===== src/rtl/ct_mmu_dutlb_refill_ctrl.sv =====
// uTLB refill controller: on a uTLB miss, requests a translation from the jTLB,
// waits for the response and writes it into a victim uTLB entry. Clears and
// matching invalidates abort an in-flight refill; an aborted request that the
// jTLB has already accepted is drained in the discard state.
module ct_mmu_dutlb_refill_ctrl #(
  parameter int unsigned ENTRY_NUM = 8,
  parameter int unsigned VPN_WIDTH = 27,
  parameter int unsigned PPN_WIDTH = 28,
  parameter int unsigned FLG_WIDTH = 14
) (
  input  logic                 utlb_entry_clk,
  input  logic                 cpurst_b,
  input  logic                 utlb_miss_vld,
  input  logic [VPN_WIDTH-1:0] utlb_miss_vpn,
  input  logic [ENTRY_NUM-1:0] utlb_entry_vld,
  input  logic                 jtlb_utlb_grant,
  input  logic                 jtlb_utlb_refill_vld,
  input  logic [PPN_WIDTH-1:0] jtlb_utlb_ppn,
  input  logic [FLG_WIDTH-1:0] jtlb_utlb_flg,
  input  logic                 jtlb_utlb_fault,
  input  logic                 regs_utlb_clr,
  input  logic                 tlboper_utlb_clr,
  input  logic                 tlboper_utlb_inv_va_req,
  input  logic [VPN_WIDTH-1:0] lsu_mmu_tlb_va,
  output logic                 utlb_jtlb_req,
  output logic [VPN_WIDTH-1:0] utlb_jtlb_vpn,
  output logic [ENTRY_NUM-1:0] utlb_entry_upd,
  output logic [VPN_WIDTH-1:0] utlb_upd_vpn,
  output logic [PPN_WIDTH-1:0] utlb_upd_ppn,
  output logic [FLG_WIDTH-1:0] utlb_upd_flg,
  output logic                 utlb_refill_fault,
  output logic                 utlb_refill_busy
);

  localparam int unsigned PTR_WIDTH = (ENTRY_NUM > 1) ? $clog2(ENTRY_NUM) : 1;

  typedef enum logic [2:0] {
    StIdle,
    StReq,
    StWait,
    StUpd,
    StDisc
  } state_e;

  state_e                 state_q;
  logic [VPN_WIDTH-1:0]   vpn_q;
  logic [PTR_WIDTH-1:0]   rr_ptr_q;
  logic                   req_q;
  logic [ENTRY_NUM-1:0]   upd_q;
  logic [VPN_WIDTH-1:0]   upd_vpn_q;
  logic [PPN_WIDTH-1:0]   upd_ppn_q;
  logic [FLG_WIDTH-1:0]   upd_flg_q;
  logic                   fault_q;

  logic                   abort;
  logic [PTR_WIDTH-1:0]   victim_idx;
  logic                   victim_free;
  logic [ENTRY_NUM-1:0]   victim_onehot;
  logic [PTR_WIDTH-1:0]   rr_ptr_nxt;

  // Only the low VA byte takes part in the invalidate match.
  logic unused_va;
  assign unused_va = ^lsu_mmu_tlb_va[VPN_WIDTH-1:8];

  assign abort = regs_utlb_clr | tlboper_utlb_clr |
                 (tlboper_utlb_inv_va_req && (lsu_mmu_tlb_va[7:0] == vpn_q[7:0]));

  // Victim: lowest-index invalid entry, otherwise the round-robin pointer.
  always_comb begin
    victim_idx  = rr_ptr_q;
    victim_free = 1'b0;
    for (int i = int'(ENTRY_NUM) - 1; i >= 0; i--) begin
      if (!utlb_entry_vld[i]) begin
        victim_idx  = PTR_WIDTH'(i);
        victim_free = 1'b1;
      end
    end
  end

  // One-hot decode of the victim and next round-robin pointer.
  always_comb begin
    victim_onehot             = '0;
    victim_onehot[victim_idx] = 1'b1;
    rr_ptr_nxt = (rr_ptr_q == PTR_WIDTH'(ENTRY_NUM - 1)) ? '0 : rr_ptr_q + PTR_WIDTH'(1);
  end

  // Refill FSM with registered outputs; upd and fault are single-cycle pulses.
  always_ff @(posedge utlb_entry_clk or negedge cpurst_b) begin
    if (!cpurst_b) begin
      state_q   <= StIdle;
      vpn_q     <= '0;
      rr_ptr_q  <= '0;
      req_q     <= 1'b0;
      upd_q     <= '0;
      upd_vpn_q <= '0;
      upd_ppn_q <= '0;
      upd_flg_q <= '0;
      fault_q   <= 1'b0;
    end else begin
      upd_q   <= '0;
      fault_q <= 1'b0;
      case (state_q)
        StIdle: begin
          if (utlb_miss_vld) begin
            vpn_q   <= utlb_miss_vpn;
            req_q   <= 1'b1;
            state_q <= StReq;
          end
        end
        StReq: begin
          if (abort) begin
            req_q <= 1'b0;
            // A granted request will still be answered, so it must be drained.
            state_q <= jtlb_utlb_grant ? StDisc : StIdle;
          end else if (jtlb_utlb_grant) begin
            req_q   <= 1'b0;
            state_q <= StWait;
          end
        end
        StWait: begin
          if (abort) begin
            // Response in the same cycle is consumed and dropped.
            state_q <= jtlb_utlb_refill_vld ? StIdle : StDisc;
          end else if (jtlb_utlb_refill_vld) begin
            if (jtlb_utlb_fault) begin
              fault_q <= 1'b1;
              state_q <= StIdle;
            end else begin
              upd_q     <= victim_onehot;
              upd_vpn_q <= vpn_q;
              upd_ppn_q <= jtlb_utlb_ppn;
              upd_flg_q <= jtlb_utlb_flg;
              if (!victim_free) begin
                rr_ptr_q <= rr_ptr_nxt;
              end
              state_q <= StUpd;
            end
          end
        end
        StUpd: begin
          state_q <= StIdle;
        end
        StDisc: begin
          if (jtlb_utlb_refill_vld) begin
            state_q <= StIdle;
          end
        end
        default: begin
          state_q <= StIdle;
        end
      endcase
    end
  end

  assign utlb_jtlb_req     = req_q;
  assign utlb_jtlb_vpn     = vpn_q;
  assign utlb_entry_upd    = upd_q;
  assign utlb_upd_vpn      = upd_vpn_q;
  assign utlb_upd_ppn      = upd_ppn_q;
  assign utlb_upd_flg      = upd_flg_q;
  assign utlb_refill_fault = fault_q;
  assign utlb_refill_busy  = (state_q != StIdle);

endmodule

===== config.mk =====
export PLATFORM = sky130hd
export DESIGN_NAME = ct_mmu_dutlb_refill_ctrl
export DESIGN_NICKNAME = d
export VERILOG_FILES = /design/src/rtl/ct_mmu_dutlb_refill_ctrl.sv
export SDC_FILE = /design/constraint.sdc
export NUM_CORES = 1
export LEC_CHECK = 0
export BUFFER_PORTS_ARGS = -buffer_cell sky130_fd_sc_hd__buf_2
export CORE_MARGIN = 4
export CORE_UTILIZATION = 41
export CTS_CLUSTER_SIZE = 12
export DETAILED_ROUTE_END_ITERATION = 10
export PLACE_DENSITY = 0.81
export SLEW_MARGIN = 5
export SYNTH_ARGS = -nofsm -noshare
export SYNTH_HDL_FRONTEND = slang
export SYNTH_SLANG_ARGS = --single-unit

===== constraint.sdc =====
create_clock -name utlb_entry_clk -period 1.75 [get_ports utlb_entry_clk]
set_input_delay 0.175 -clock utlb_entry_clk [delete_from_list [all_inputs] [get_ports utlb_entry_clk]]
set_output_delay 0.175 -clock utlb_entry_clk [all_outputs]
set_load 0.01 [all_outputs]

; ---- Word-level counts from Yosys, hierarchy flattened
; Cells that the tools add are included.
[classes]
n_addsub = 1
order_cmp = 2
n_eq_ne = 9
muxes = 41
n_bitwise = 5
n_reduce_logical = 10
[op_table]
columns = cell, count
row1 = $mux 3, 17
row2 = $mux 8, 4
row3 = $mux 1, 16
row4 = $pmux 3 s4, 1
row5 = $eq 8x8->1, 1
row6 = $reduce_and 4->1, 2
row7 = $eq 3x3->1 const B, 2
row8 = $ne 3x3->1 const B, 2
row9 = $reduce_and 5->1, 1
row10 = $lt 3x4->1 const B, 1
row11 = $ne 2x2->1 const B, 2
row12 = $add 3x1->3 const B, 1
row13 = $demux 1 s3, 1
row14 = $eq 3x1->1 const B, 1
row15 = $eq 3x2->1 const B, 1
row16 = $ge 3x1->1 const B, 1
row17 = $logic_not 3->1, 1
row18 = $not 1->1, 3
row19 = $reduce_and 3->1, 1
row20 = $reduce_bool 3->1, 1
row21 = $logic_and 1x1->1, 2
row22 = $mux 2, 1
row23 = $or 1x1->1, 2
row24 = $pmux 1 s2, 1
row25 = 2 further kinds, 2
[word_totals]
reg_bits = 112
inputBits = 113
output_inout_bits = 107

; ---- Depth between registers and ports, before layout
[depth]
ltp_word = 16
ltp_mapped = 7

; ---- Least setup slack after synthesis
; OpenSTA, ideal clock, no wires.
[synth_timing]
path_kind = register to register
startpoint = register vpn_q[7] (netlist: utlb_jtlb_vpn[7])
endpoint = register rr_ptr_q[0]
arrival_ns = 1.771
path_slack_ns = -0.145
path_stages_with_launch = 6
n_path_buf = 0
cell_sequence = dfrtp_1 xnor2_1 nand3_1 o31ai_1 or2_2 mux2_2
[synth_via]
elab_chain_len = 5
[synth_lines]
columns = item, line
row1 = start: declaration, 46  ; logic [VPN_WIDTH-1:0] vpn_q;
row2 = start signal: assignment, 105  ; vpn_q <= utlb_miss_vpn;
row3 = $eq 8x8->1, 66  ; (tlboper_utlb_inv_va_req && (lsu_mmu_tlb_va[7:0] == vpn_q[7:0]));
row4 = $logic_and 1x1->1, 66
row5 = $or 1x1->1, 65  ; assign abort = regs_utlb_clr | tlboper_utlb_clr |
row6 = $not 1->1 (no line), -
row7 = $reduce_and 5->1 (no line), -
row8 = end signal: assignment, 134  ; rr_ptr_q <= rr_ptr_nxt;
row9 = end: declaration, 47  ; logic [PTR_WIDTH-1:0] rr_ptr_q;
; Every way passes these cells.
; A chain may end at the register's enable or synchronous reset.

; ---- Worst setup path after layout
[layout_timing]
startpoint = register vpn_q[4] (netlist: utlb_jtlb_vpn[4])
endpoint = register upd_ppn_q[15] (netlist: utlb_upd_ppn[15])
[layout_via]
elab_chain_len = 5
[layout_lines]
columns = item, line
row1 = $eq 8x8->1, 66
row2 = $logic_and 1x1->1, 66
row3 = $or 1x1->1, 65
row4 = $not 1->1 (no line), -
row5 = $reduce_and 4->1 (no line), -
row6 = end signal: assignment, 131  ; upd_ppn_q <= jtlb_utlb_ppn;
row7 = end: declaration, 51  ; logic [PPN_WIDTH-1:0] upd_ppn_q;
; Every way passes these cells.

==> key figures <==
Critical path
  • CP arrival: 2.13 ns
  • Critical Path RT: 2.00 ns
  • Setup Crit Path Kind: register to register
  • Worst Path Max Fanout: 21
  • Crit start category: register
  • CP endpoint kind: register

Status
  • Status: finished with violations
  • Failing checks: setup timing

Timing
  • Unrepaired setup endpoints after global routing: yes
  • Fmax: 532 MHz
  • Slew Limit Fails: 0
  • # setup viols final: between 70 and 80
  • Min Tclk post-route: 1.88 ns
  • TNS Setup: -6.83 ns
  • Final WS setup: -0.129 ns
  • Fin. Hold Viols: 0
  • Worst slew margin: between 70% and 80%
  • Final worst-path cycle share: 107%
  • Fin Clk Skew: roughly 0.0059 ns
  • Slew @ Worst Pin: between 0.3 and 0.4 ns

Clocking
  • CTS clock-pin slew for the worst setup and hold paths: 0.10 ns
  • Clock sinks: 112
  • Worst-skew pair later-pin latency: 0.35 ns
  • Number of CTS-inserted buffers: 9
  • Root Driver: clkbuf_8
  • CTS tree: done
  • CTS max path bufs: 2
  • H-Tree Depth: 3

Worst hold path
  • HP Class: primary input to register

Synthesis
  • Share of the synthesized area in the top cell type: 63.1%
  • Cell count after synthesis: about 300
  • Yosys warns: 0
  • Seq cells post-synth: 112
  • Synth Cell Area: about 4400 µm²
  • Sequential area share after synthesis: 63.1%
  • Post-Synthesis Net Count: 410
  • Syn avg cell area: 15.1 µm²
  • Netlist cell types: 35
  • Synth top area cells: dfrtp_1 (63%), mux2_2 (23%), mux2_1 (2.0%)
  • Post-synth top area cell: dfrtp_1

Global routing
  • Largest net degree at the start of global routing: 61
  • First-pass GRT wire length: 17,400 µm
  • GR Overflow Total: 0
  • Antenna violations before repair: 0
  • GR Util All Layers: 16.9%
  • Vias in the first global route: about 3,600

Pwr
  • Peak VDD IR: 0.689 mV
  • Pwr/cell area: 1200 nW/µm²
  • Total chip power: 7470 µW
  • Pleak: between 0.003 and 0.004 µW

Floorplanning
  • Die H: 112 µm
  • Starting Density: around 43%
  • DIE AREA: 12,600 µm²
  • Ports: 220
  • Std cell rows: 37
  • Die X: roughly 110 µm
  • Core Region: 10,400 µm²

Place
  • Routability cong.: 0.842
  • Port bufs: 200
  • Detailed placer's ending HPWL: roughly 8200 µm

Run
  • Max cap viols: 0

Route
  • DR vias/cell: 4.83
  • Drt first pass iters: 4
  • Drt total wl: 10,600 µm
  • DRC: 0
  • Wire per inst: 15.8 µm
  • Final antenna-violating net count: 0
  • Initial detailed-routing violation count: 98
  • Vias: 3,242

Cells and area
  • Commonest cells after routing, fill and taps aside: buf_2 (199), dfrtp_1 (112), mux2_2 (78)
  • Synth-to-Final Area Change: 40.0%
  • Leading cell type in the layout, fill and taps excluded: buf_2
  • Ratio of cells with drive above 1 in the final layout: 66.2%
  • Nets: around 650
  • Ant. Diodes: 0
synth_stat cells:
cell and instances:
nand3b_1 1, a31o_2 1, a41oi_1 1, mux2_1 8, o31ai_1 1, nand4b_1 1, a21oi_1 1, nor2b_1 1
buf_2 10, mux2_2 91, dfrtp_1 112, nand4bb_4 1, inv_1 5, nand2_1 8, o211ai_1 1, nand4_1 4
or4_1 1, o22ai_1 1, nand3_1 2, ha_1 2, a211o_1 2, and2_1 2, a21boi_0 1, nor3_1 2
or2_2 1, and3_1 2, o311a_1 1, nor2_2 1, nor2_1 15, o31ai_2 1, or3_1 1, nor4_2 1
a31oi_1 2, o21ai_0 2, xnor2_1 8
worst paths after layout:
kind,from,to,slack [ns],cells past startpoint
setup reg to reg,utlb_jtlb_vpn[4],utlb_upd_ppn[15],-0.13,6
max in group asynchronous,cpurst_b,utlb_upd_vpn[26],0.79,3
hold / removal,jtlb_utlb_ppn[9],utlb_upd_ppn[9],0.03,2
hold reg to reg,utlb_upd_ppn[22],utlb_upd_ppn[22],0.50,1
min in group asynchronous,cpurst_b,utlb_upd_ppn[23],0.29,2
setup / recovery,utlb_jtlb_vpn[4],utlb_upd_ppn[15],-0.13,6
report_power, final:
group / switching (µW) / internal, µW / leakage (µW)
sequential: 365 / 3150 / 0.00148
combinational: 1050 / 1240 / 0.00187
clock: 828 / 845 / 0.000106
state kept, by name, indices dropped and copies added (netlist names):
register           cells
utlb_upd_ppn          28
utlb_entry_upd         8
state_q                3
utlb_refill_fault      1
utlb_upd_flg          14
utlb_upd_vpn          27
utlb_jtlb_vpn         27
utlb_jtlb_req          1
rr_ptr_q               3
critical path, cell delays in order (launching register included):
cell and delay (ns):
dfrtp_1 0.41, xnor2_1 0.21, nand3_2 0.15, o31ai_4 0.28, buf_12 0.20, buf_12 0.17
mux2_2 0.35
kinds of logic (layout without fill, tap and decap cells):
family | after synthesis | count (layout) | synth area share (%)
DFF | 112 | 112 | 63.1
muxes | 99 | 99 | 25.1
and+or+nand+nor | 44 | 44 | 5.52
AOI/OAI and AO/OA | 15 | 15 | 2.56
buffers and inverters | 15 | 255 | 1.55
xor gates and xnor gates | 8 | 8 | 1.58
adders and majority gates | 2 | 2 | 0.563
metal layers:
metal  vias up  track usage, %  routed length (µm)
li1       1517               -                   -
met1      1577            19.5                4060
met2       134            30.2                5560
met3        14            4.64                 839
met4         0            6.25                 164
met5         -               0                   0
through the flow:
| stage | std cells | hold slack, ns | utilization, % | worst slack [ns] | cell area (µm²) |
|---|---|---|---|---|---|
| 2_1_floorplan | 295 | -0.121 | - | -0.0604 | 4450 |
| 3_3_place_gp | 649 | 0.102 | 56.2 | -0.112 | 5850 |
| 3_5_place_dp | 649 | 0.111 | 56.2 | -0.184 | 5850 |
| 4_1_cts | 670 | 0.00265 | 59.2 | -0.134 | 6170 |
| 5_1_grt | 671 | 0.0120 | 59.7 | -0.208 | 6220 |
| 6_report | 671 | 0.0283 | 59.7 | -0.129 | 6220 |
cell type report:
class / count / area (µm²)
fillers: 861 / 4200
flip-flops and latches: 112 / 2800
multi-input cells: 168 / 1680
repair buffers: 234 / 1320
well taps: 136 / 170
clock buffers: 11 / 141
clock inverters: 5 / 80.1
inverters: 5 / 18.8
what timing repair did:
item | CTS | global route
buffers inserted | 4 | 1
hold buffers | 1 | 0
pin swaps | 1 | 1
resized for setup | 14 | 9
gates cloned | 0 | 0
endpoints found under the hold margin | 24 | 0
endpoints found under the setup margin | 102 | 107
Power figures use the tool's default switching activity.
